<file path="config.mk">
export PLATFORM = sky130hd
export DESIGN_NAME = lsu_mem_ctrl
export DESIGN_NICKNAME = d
export VERILOG_FILES = /design/src/rtl/lsu_mem_ctrl.sv
export SDC_FILE = /design/constraint.sdc
export NUM_CORES = 1
export LEC_CHECK = 0
export ABC_CLOCK_PERIOD_IN_PS = 6200
export CORE_MARGIN = 4
export CORE_UTILIZATION = 54
export CTS_BUF_LIST = sky130_fd_sc_hd__clkbuf_4
export DETAILED_ROUTE_END_ITERATION = 6
export PLACE_DENSITY = 0.89
export SLEW_MARGIN = 20
export SYNTH_ARGS = -nofsm -noshare
export SYNTH_HDL_FRONTEND = slang
export SYNTH_SLANG_ARGS = --single-unit
export TNS_END_PERCENT = 50
</file>
<file path="constraint.sdc">
create_clock -name clk -period 6.2 [get_ports clk]
set_clock_uncertainty 0.2 [all_clocks]
set_input_delay 0.93 -clock clk [delete_from_list [all_inputs] [get_ports clk]]
set_output_delay 0.93 -clock clk [all_outputs]
set_load 0.02 [all_outputs]
</file>
<file path="src/rtl/lsu_mem_ctrl.sv">
// rtl/lsu_mem_ctrl.sv - MIPS32 load/store unit in front of a word-organised data memory
// Byte/half/word loads and stores, read-modify-write for sub-word stores, error on misaligned/out-of-range.
module lsu_mem_ctrl #(
    parameter int AWIDTH = 10,
    parameter int DWIDTH = 32
) (
    input  logic              clk,
    input  logic              rstn,
    input  logic              req_valid,
    output logic              req_ready,
    input  logic              req_we,
    input  logic [1:0]        req_size,
    input  logic              req_unsigned,
    input  logic [31:0]       req_addr,
    input  logic [31:0]       req_wdata,
    output logic              resp_valid,
    output logic              resp_err,
    output logic [31:0]       resp_rdata,
    output logic              mem_rd_en,
    output logic              mem_wr_en,
    output logic [AWIDTH-1:0] mem_addr,
    output logic [DWIDTH-1:0] mem_wr_data,
    input  logic [DWIDTH-1:0] mem_rd_data
);

    typedef enum logic [1:0] {S_IDLE, S_READ, S_WRITE, S_RESP} state_t;

    state_t            state_q;
    logic              we_q;
    logic [1:0]        size_q;
    logic              uns_q;
    logic [1:0]        lane_q;
    logic [15:0]       wdata_q;
    logic              rd_phase_q;
    logic [DWIDTH-1:0] rword_q;

    logic              req_ready_q;
    logic              resp_valid_q;
    logic              resp_err_q;
    logic [31:0]       resp_rdata_q;
    logic              mem_rd_en_q;
    logic              mem_wr_en_q;
    logic [AWIDTH-1:0] mem_addr_q;
    logic [DWIDTH-1:0] mem_wr_data_q;

    logic              acc_err;
    logic [7:0]        sel_byte;
    logic [15:0]       sel_half;
    logic [31:0]       load_val;
    logic [31:0]       merged;

    always_comb begin
        acc_err = (req_size == 2'b11)
               || (req_size == 2'b01 && req_addr[0] != 1'b0)
               || (req_size == 2'b10 && req_addr[1:0] != 2'b00)
               || (req_addr[31:AWIDTH+2] != '0);

        case (lane_q)
            2'd0:    sel_byte = rword_q[7:0];
            2'd1:    sel_byte = rword_q[15:8];
            2'd2:    sel_byte = rword_q[23:16];
            default: sel_byte = rword_q[31:24];
        endcase
        sel_half = lane_q[1] ? rword_q[31:16] : rword_q[15:0];

        case (size_q)
            2'b00:   load_val = {{24{~uns_q & sel_byte[7]}}, sel_byte};
            2'b01:   load_val = {{16{~uns_q & sel_half[15]}}, sel_half};
            default: load_val = rword_q;
        endcase

        // Only the addressed lanes change; the rest of the read word passes through untouched.
        merged = rword_q;
        if (size_q == 2'b00) begin
            case (lane_q)
                2'd0:    merged[7:0]   = wdata_q[7:0];
                2'd1:    merged[15:8]  = wdata_q[7:0];
                2'd2:    merged[23:16] = wdata_q[7:0];
                default: merged[31:24] = wdata_q[7:0];
            endcase
        end else if (lane_q[1]) begin
            merged[31:16] = wdata_q;
        end else begin
            merged[15:0] = wdata_q;
        end
    end

    always_ff @(posedge clk or negedge rstn) begin
        if (!rstn) begin
            state_q       <= S_IDLE;
            we_q          <= 1'b0;
            size_q        <= 2'b00;
            uns_q         <= 1'b0;
            lane_q        <= 2'b00;
            wdata_q       <= '0;
            rd_phase_q    <= 1'b0;
            rword_q       <= '0;
            req_ready_q   <= 1'b1;
            resp_valid_q  <= 1'b0;
            resp_err_q    <= 1'b0;
            resp_rdata_q  <= '0;
            mem_rd_en_q   <= 1'b0;
            mem_wr_en_q   <= 1'b0;
            mem_addr_q    <= '0;
            mem_wr_data_q <= '0;
        end else begin
            mem_rd_en_q  <= 1'b0;
            mem_wr_en_q  <= 1'b0;
            resp_valid_q <= 1'b0;
            case (state_q)
                S_IDLE: begin
                    if (req_valid) begin
                        we_q         <= req_we;
                        size_q       <= req_size;
                        uns_q        <= req_unsigned;
                        lane_q       <= req_addr[1:0];
                        wdata_q      <= req_wdata[15:0];
                        mem_addr_q   <= req_addr[AWIDTH+1:2];
                        req_ready_q  <= 1'b0;
                        resp_rdata_q <= '0;
                        if (acc_err) begin
                            state_q      <= S_RESP;
                            resp_valid_q <= 1'b1;
                            resp_err_q   <= 1'b1;
                        end else if (req_we && req_size == 2'b10) begin
                            state_q       <= S_WRITE;
                            mem_wr_en_q   <= 1'b1;
                            mem_wr_data_q <= req_wdata;
                        end else begin
                            state_q     <= S_READ;
                            mem_rd_en_q <= 1'b1;
                            rd_phase_q  <= 1'b0;
                        end
                    end
                end
                S_READ: begin
                    // First cycle latches the raw word; second cycle extracts or merges from it.
                    if (!rd_phase_q) begin
                        rword_q    <= mem_rd_data;
                        rd_phase_q <= 1'b1;
                    end else if (we_q) begin
                        state_q       <= S_WRITE;
                        mem_wr_en_q   <= 1'b1;
                        mem_wr_data_q <= merged;
                    end else begin
                        state_q      <= S_RESP;
                        resp_valid_q <= 1'b1;
                        resp_rdata_q <= load_val;
                    end
                end
                S_WRITE: begin
                    state_q      <= S_RESP;
                    resp_valid_q <= 1'b1;
                end
                default: begin
                    state_q      <= S_IDLE;
                    req_ready_q  <= 1'b1;
                    resp_err_q   <= 1'b0;
                    resp_rdata_q <= '0;
                end
            endcase
        end
    end

    assign req_ready   = req_ready_q;
    assign resp_valid  = resp_valid_q;
    assign resp_err    = resp_err_q;
    assign resp_rdata  = resp_rdata_q;
    assign mem_rd_en   = mem_rd_en_q;
    assign mem_wr_en   = mem_wr_en_q;
    assign mem_addr    = mem_addr_q;
    assign mem_wr_data = mem_wr_data_q;

endmodule

</file>
== After elaboration in Yosys (flattened, before gate mapping) ==
Cells that the tools add are included.

* Register bits: 136
* Input port bits: 103
* Output and inout bits: 79
* Logic and storage cells: 110

* Equal/unequal tests: 16
* Muxes and demuxes: 50
* Bitwise gates (word level): 6
* Reductions and logical operators: 22

{| class="wikitable"
|+ Operator list
! cell !! number
|-
| $mux 32 || 9
|-
| $pmux 32 s2 || 2
|-
| $pmux 32 s3 || 1
|-
| $mux 16 || 3
|-
| $mux 8 || 4
|-
| $pmux 8 s3 || 1
|-
| $mux 1 || 20
|-
| $reduce_bool 20->1 || 1
|-
| $ne 2x2->1 const B || 8
|-
| $eq 2x1->1 const B || 4
|-
| $eq 2x2->1 const B || 4
|-
| $mux 2 || 4
|-
| $pmux 1 s2 || 4
|-
| $reduce_and 2->1 || 4
|-
| $reduce_and 4->1 || 2
|-
| $logic_not 2->1 || 3
|-
| $pmux 2 s3 || 1
|-
| $reduce_and 6->1 || 1
|-
| $not 1->1 || 4
|-
| $reduce_bool 2->1 || 2
|-
| $logic_and 1x1->1 || 3
|-
| $logic_or 1x1->1 || 3
|-
| $pmux 1 s3 || 1
|-
| $reduce_and 3->1 || 1
|-
| 3 further kinds || 4
|}

== Logic depth before layout (Yosys ltp) ==
* Depth in word-level cells: 8
* Gate-level depth with buffers: 10
* Gate-level depth less buffers: 7

== Worst setup path after synthesis ==
OpenSTA, ideal clock, no wires.

* Path type: input to register
* Start: in req_addr[29]
* End: reg mem_wr_data_q[21], in the netlist mem_wr_data[21]
* Setup time: 0.128 ns
* Arrival time: 2.412 ns
* Data required time: 5.872 ns
* Path slack: 3.460 ns
* Stages on the path: 6
* Buffers on the path: 1
* Cells stage by stage: or4_1 nand4b_1 o21ai_2 nand2_2 buf_2 mux2_1

* Word-level cells in the longest chain between the ends: 4

{| class="wikitable"
|+ Ends and longest elaborated chain
! item !! line !! RTL
|-
| from (decl) || 14 || <nowiki>input logic [31:0] req_addr,</nowiki>
|-
| $reduce_bool 20->1 || 56 || <nowiki>|| (req_addr[31:AWIDTH+2] != '0);</nowiki>
|-
| $logic_or 1x1->1 || 56 ||
|-
| $ne 2x2->1 (no source line) || n/a ||
|-
| $reduce_and 6->1 (no source line) || n/a ||
|-
| to (signal assigned) || 128 || <nowiki>mem_wr_data_q <= req_wdata;</nowiki>
|-
| to (signal assigned) || 144 || <nowiki>mem_wr_data_q <= merged;</nowiki>
|-
| to (decl) || 44 || <nowiki>logic [DWIDTH-1:0] mem_wr_data_q;</nowiki>
|}

Every way passes these cells.
A chain may end at the register's enable or synchronous reset.

== Worst setup path in the final report ==
* Start: reg state_q[1]
* End: reg resp_rdata_q[31], in the netlist resp_rdata[31]

* Word-level cells in the longest chain between the ends: 3
* Elaborated cells between the ends (all ways): 9
* Those cells by class: 5 x eq/ne; 1 x mux; 1 x bitwise; 2 x reduce/logical

{| class="wikitable"
|+ Ends and longest elaborated chain
! item !! line !! RTL
|-
| from (decl) || 28 || <nowiki>state_t state_q;</nowiki>
|-
| from (signal assigned) || 90 || <nowiki>state_q <= S_IDLE;</nowiki>
|-
| from (signal assigned) || 122 || <nowiki>state_q <= S_RESP;</nowiki>
|-
| from (signal assigned) || 126 || <nowiki>state_q <= S_WRITE;</nowiki>
|-
| $eq 2x1->1 (tied with other cells) || 110 || <nowiki>case (state_q)</nowiki>
|-
| $ne 2x2->1 (no source line) or $not 1->1 (tied branches) || n/a ||
|-
| $reduce_and 4->1 (no source line) || n/a ||
|-
| to (signal assigned) || 148 || <nowiki>resp_rdata_q <= load_val;</nowiki>
|-
| to (decl) || 40 || <nowiki>logic [31:0] resp_rdata_q;</nowiki>
|}

Parallel ways exist; a longest one is shown, timed or not.

==> metrics <==
GR met3 Demand/Resource=0.106; Setup TNS Final=0 ps; area enclosed by the die boundary=0.0139 mm²; post-synthesis register bit count=between 100 and 150; Congestion Overflow GR=0; final net count=around 840; minimum clock period=3920 ps; status=completed; maximum number of pins on one net before global-route repair=79; highest-delay cell along the critical path=a211o_1; number of pins with negative max-slew slack in the final report=0; post-synthesis net count=between 600 and 700; grt peak-use layer=met2; number of primary I/O pins=~180; number of buffers created by CTS=17; critical path endpoint category=flip-flop; post-cts gate resize count=0; launch point of the worst reg-to-reg path=state_q[1]; internal power summed over all cells=around 2.7 mW; hold violation count in the final report=0; worst hold path type=input pin to asynchronous set/reset pin; synthesized area divided by synthesized cell count=approximately 12 µm²; PwrDens=526 mW/mm²; overall die height=about 120 µm; number of cell rows=39; critical path's largest stage delay=around 970 ps; worst-case register-to-register setup slack=2280 ps; leakage power of the design=3.65 nW; max-cap check violation count=0; Longest Clk Path Bufs=2; r2r endpoint=resp_rdata[31]; overall routed net length=approximately 19000 µm; highest-count cells in the layout ignoring fill and taps=clkdlybuf4s50_1, dfrtp_1, mux2_2; final setup margin=2280 ps; cells along the critical path=inv_1 -> ha_2 -> a211o_1 -> or2_0 -> nor2_2 -> a221o_2; CTS tree=yes; total track usage=0.276; GR met2 Demand/Resource=0.451; worst path bufs/invs=1; switching part of the total=0.406; antenna fix cells=0; drc violations=0; Sequential Power Share=0.331; layout-stage area growth over the synthesis result=33.8%; clock network latency to the later pin of the worst-skew pair=between 500 and 600 ps; FF-to-FF path depth=6; HPWL after DPL=13900 µm; fraction of layout cells with a size suffix above 1=0.208; count of distinct cell types in the synthesized netlist=54; type of the worst setup path=flip-flop to flip-flop; Buffers on Ports=around 180; initial antenna violation count=0; worst setup path start=state_q[1]; DR WL/cell=~21 µm; Data required, critical path=6460 ps; DIE WIDTH=between 100 and 150 µm; Combinational Power Share=0.514; GPL Wtd Cong=roughly 0.92; RSZ-0062 raised after global routing=false; detailed router's first-iteration violation count=about 520; Period Utilization, post-route=0.632; share of the yosys chip area belonging to registers=0.520; Max IR drop VDD=0.405 mV; most common cell after layout, fill and taps aside=clkdlybuf4s50_1; number of setup violations in the final report=0; number of nets with antenna violations after routing=0; Placed Cells=approximately 860; critical path startpoint category=flip-flop; total clock sinks=around 140; worst relative slew slack=0.273; routed via count=5394; highest net fanout along the worst path=57; clock tree root driver cell=clkbuf_4; switching power of the nets=~1.9 mW; synthesized instance count=566; maximum frequency from static timing analysis=between 0.2 and 0.3 GHz; H-tree lvl count=4; worst setup slack before clock tree synthesis=2160 ps; power share of the clock group=0.154; actual transition at the worst max-transition pin=about 1100 ps; first-pass GRT wire length=between 30000 and 40000 µm; effective utilization at floorplan=0.563; Worst EP arrival=4180 ps; via count of the first global-routing pass=~5600; buffers inserted during post-CTS setup optimization=0; CTS hold repair buffers=0; final cell count without fillers=approximately 890; met1 demand-to-capacity share in global routing=0.342; Core Footprint=~0.012 mm²; yosys synthesis warning count=0; vias per std cell=roughly 6.1; count of TritonRoute iterations in the first routing pass=5; Cell Area, Synth=approximately 0.0065 mm²; category of cells accounting for the largest share of critical-path delay=compound AO/OA/AOI/OAI gates; post-CTS clock slew at the launch and capture registers of the worst setup and hold paths=120 ps
-- worst max path at each step --
stage,endpoint,slack [ps],cells past startpoint
after floorplan,mem_wr_data[21],3460,6
after global placement,resp_rdata[24],2330,6
after detailed placement,resp_rdata[24],2160,6
after CTS,resp_rdata[31],2310,6
after global routing,resp_rdata[22],2010,6
final,resp_rdata[31],2280,6
-- synth_stat cells (all sizes together) --
library cell    n  area, µm²
a211o           2       17.5
a211oi          1       7.51
a21o            2       15.0
a21oi          32        168
a221o          16        173
a221oi         14        123
a22o            8       70.1
a22oi           1       7.51
a2bb2oi         9       78.8
a31oi           2       12.5
a32o            1       10.0
and3b           1       8.76
buf            12       67.6
clkbuf         27        101
clkinv          2       7.51
dfrtp         135       3380
dfstp           1       26.3
ha              4       50.1
inv             7       26.3
mux2           95       1070
mux2i          24        240
mux4            1       22.5
nand2          27        104
nand2b          3       18.8
nand3           2       10.0
nand4b          1       8.76
nor2           63        239
nor2b           3       26.3
nor3            2       10.0
nor4            5       46.3
o211ai          2       15.0
o21a            2       15.0
o21ai          28        144
o221ai          2       17.5
o22ai          14       87.6
o31a            7       61.3
o31ai           1       7.51
o32a            1       10.0
or2             3       18.8
or3             1       6.26
or4             2       15.0
-- area by class of cell --
cell class	count	area, µm²
clock inverter	15	224
multi-input combinational	382	2940
clock buffer	17	128
fill	797	2860
sequential	136	3400
tap	143	179
inverter	9	33.8
timing repair buffer	185	1840
-- per-stage QoR --
| step | util | cell area (µm²) | hold slack (ps) | total power, mW |
|---|---|---|---|---|
| detailed placement | 0.723 | 8400 | 283 | 3.89 |
| finish | 0.754 | 8750 | 92.1 | 4.60 |
| global route | 0.754 | 8750 | 86.5 | 4.86 |
| global placement | 0.723 | 8400 | 286 | 3.79 |
| CTS | 0.754 | 8750 | 87.4 | 4.60 |
| floorplan | - | 6540 | 273 | 2.99 |
-- power groups by stage --
stage	sequential, mW	clock, mW	combinational, mW
2_1_floorplan	1.72	0	1.28
3_3_place_gp	1.51	0	2.27
3_5_place_dp	1.54	0	2.35
4_1_cts	1.52	0.717	2.37
5_1_grt	1.56	0.763	2.53
6_report	1.52	0.709	2.37
-- metal layers --
| metal | vias to the layer above | part of all wire | routed length (µm) |
|---|---|---|---|
| met2 | 303 | 0.48 | 9150 |
| li1 | 2433 | - | - |
| met3 | 32 | 0.11 | 1990 |
| met5 | - | 0 | 0 |
| met1 | 2626 | 0.39 | 7450 |
| met4 | 0 | 0.016 | 298 |
-- flip-flops by register name (all words and copies together), names as in the netlist, 2 cells and up --
signal and cells:
state_q 2, mem_wr_data 32, wdata_q 16, resp_rdata 32, size_q 2, rword_q 32
mem_addr 10, lane_q 2
-- cells by family (layout without fill, tap and decap cells) --
logic type,Yosys count,in the layout,share of synthesized area
AND/OR/NAND/NOR,113,113,0.0782
adder cells (fa/ha/maj),4,4,0.00765
buffers and inverters,48,226,0.0310
flip-flops,136,136,0.520
AO/OA/AOI/OAI,145,145,0.159
multiplexers,120,120,0.204
No activity file was read; power rests on OpenSTA's default activity.
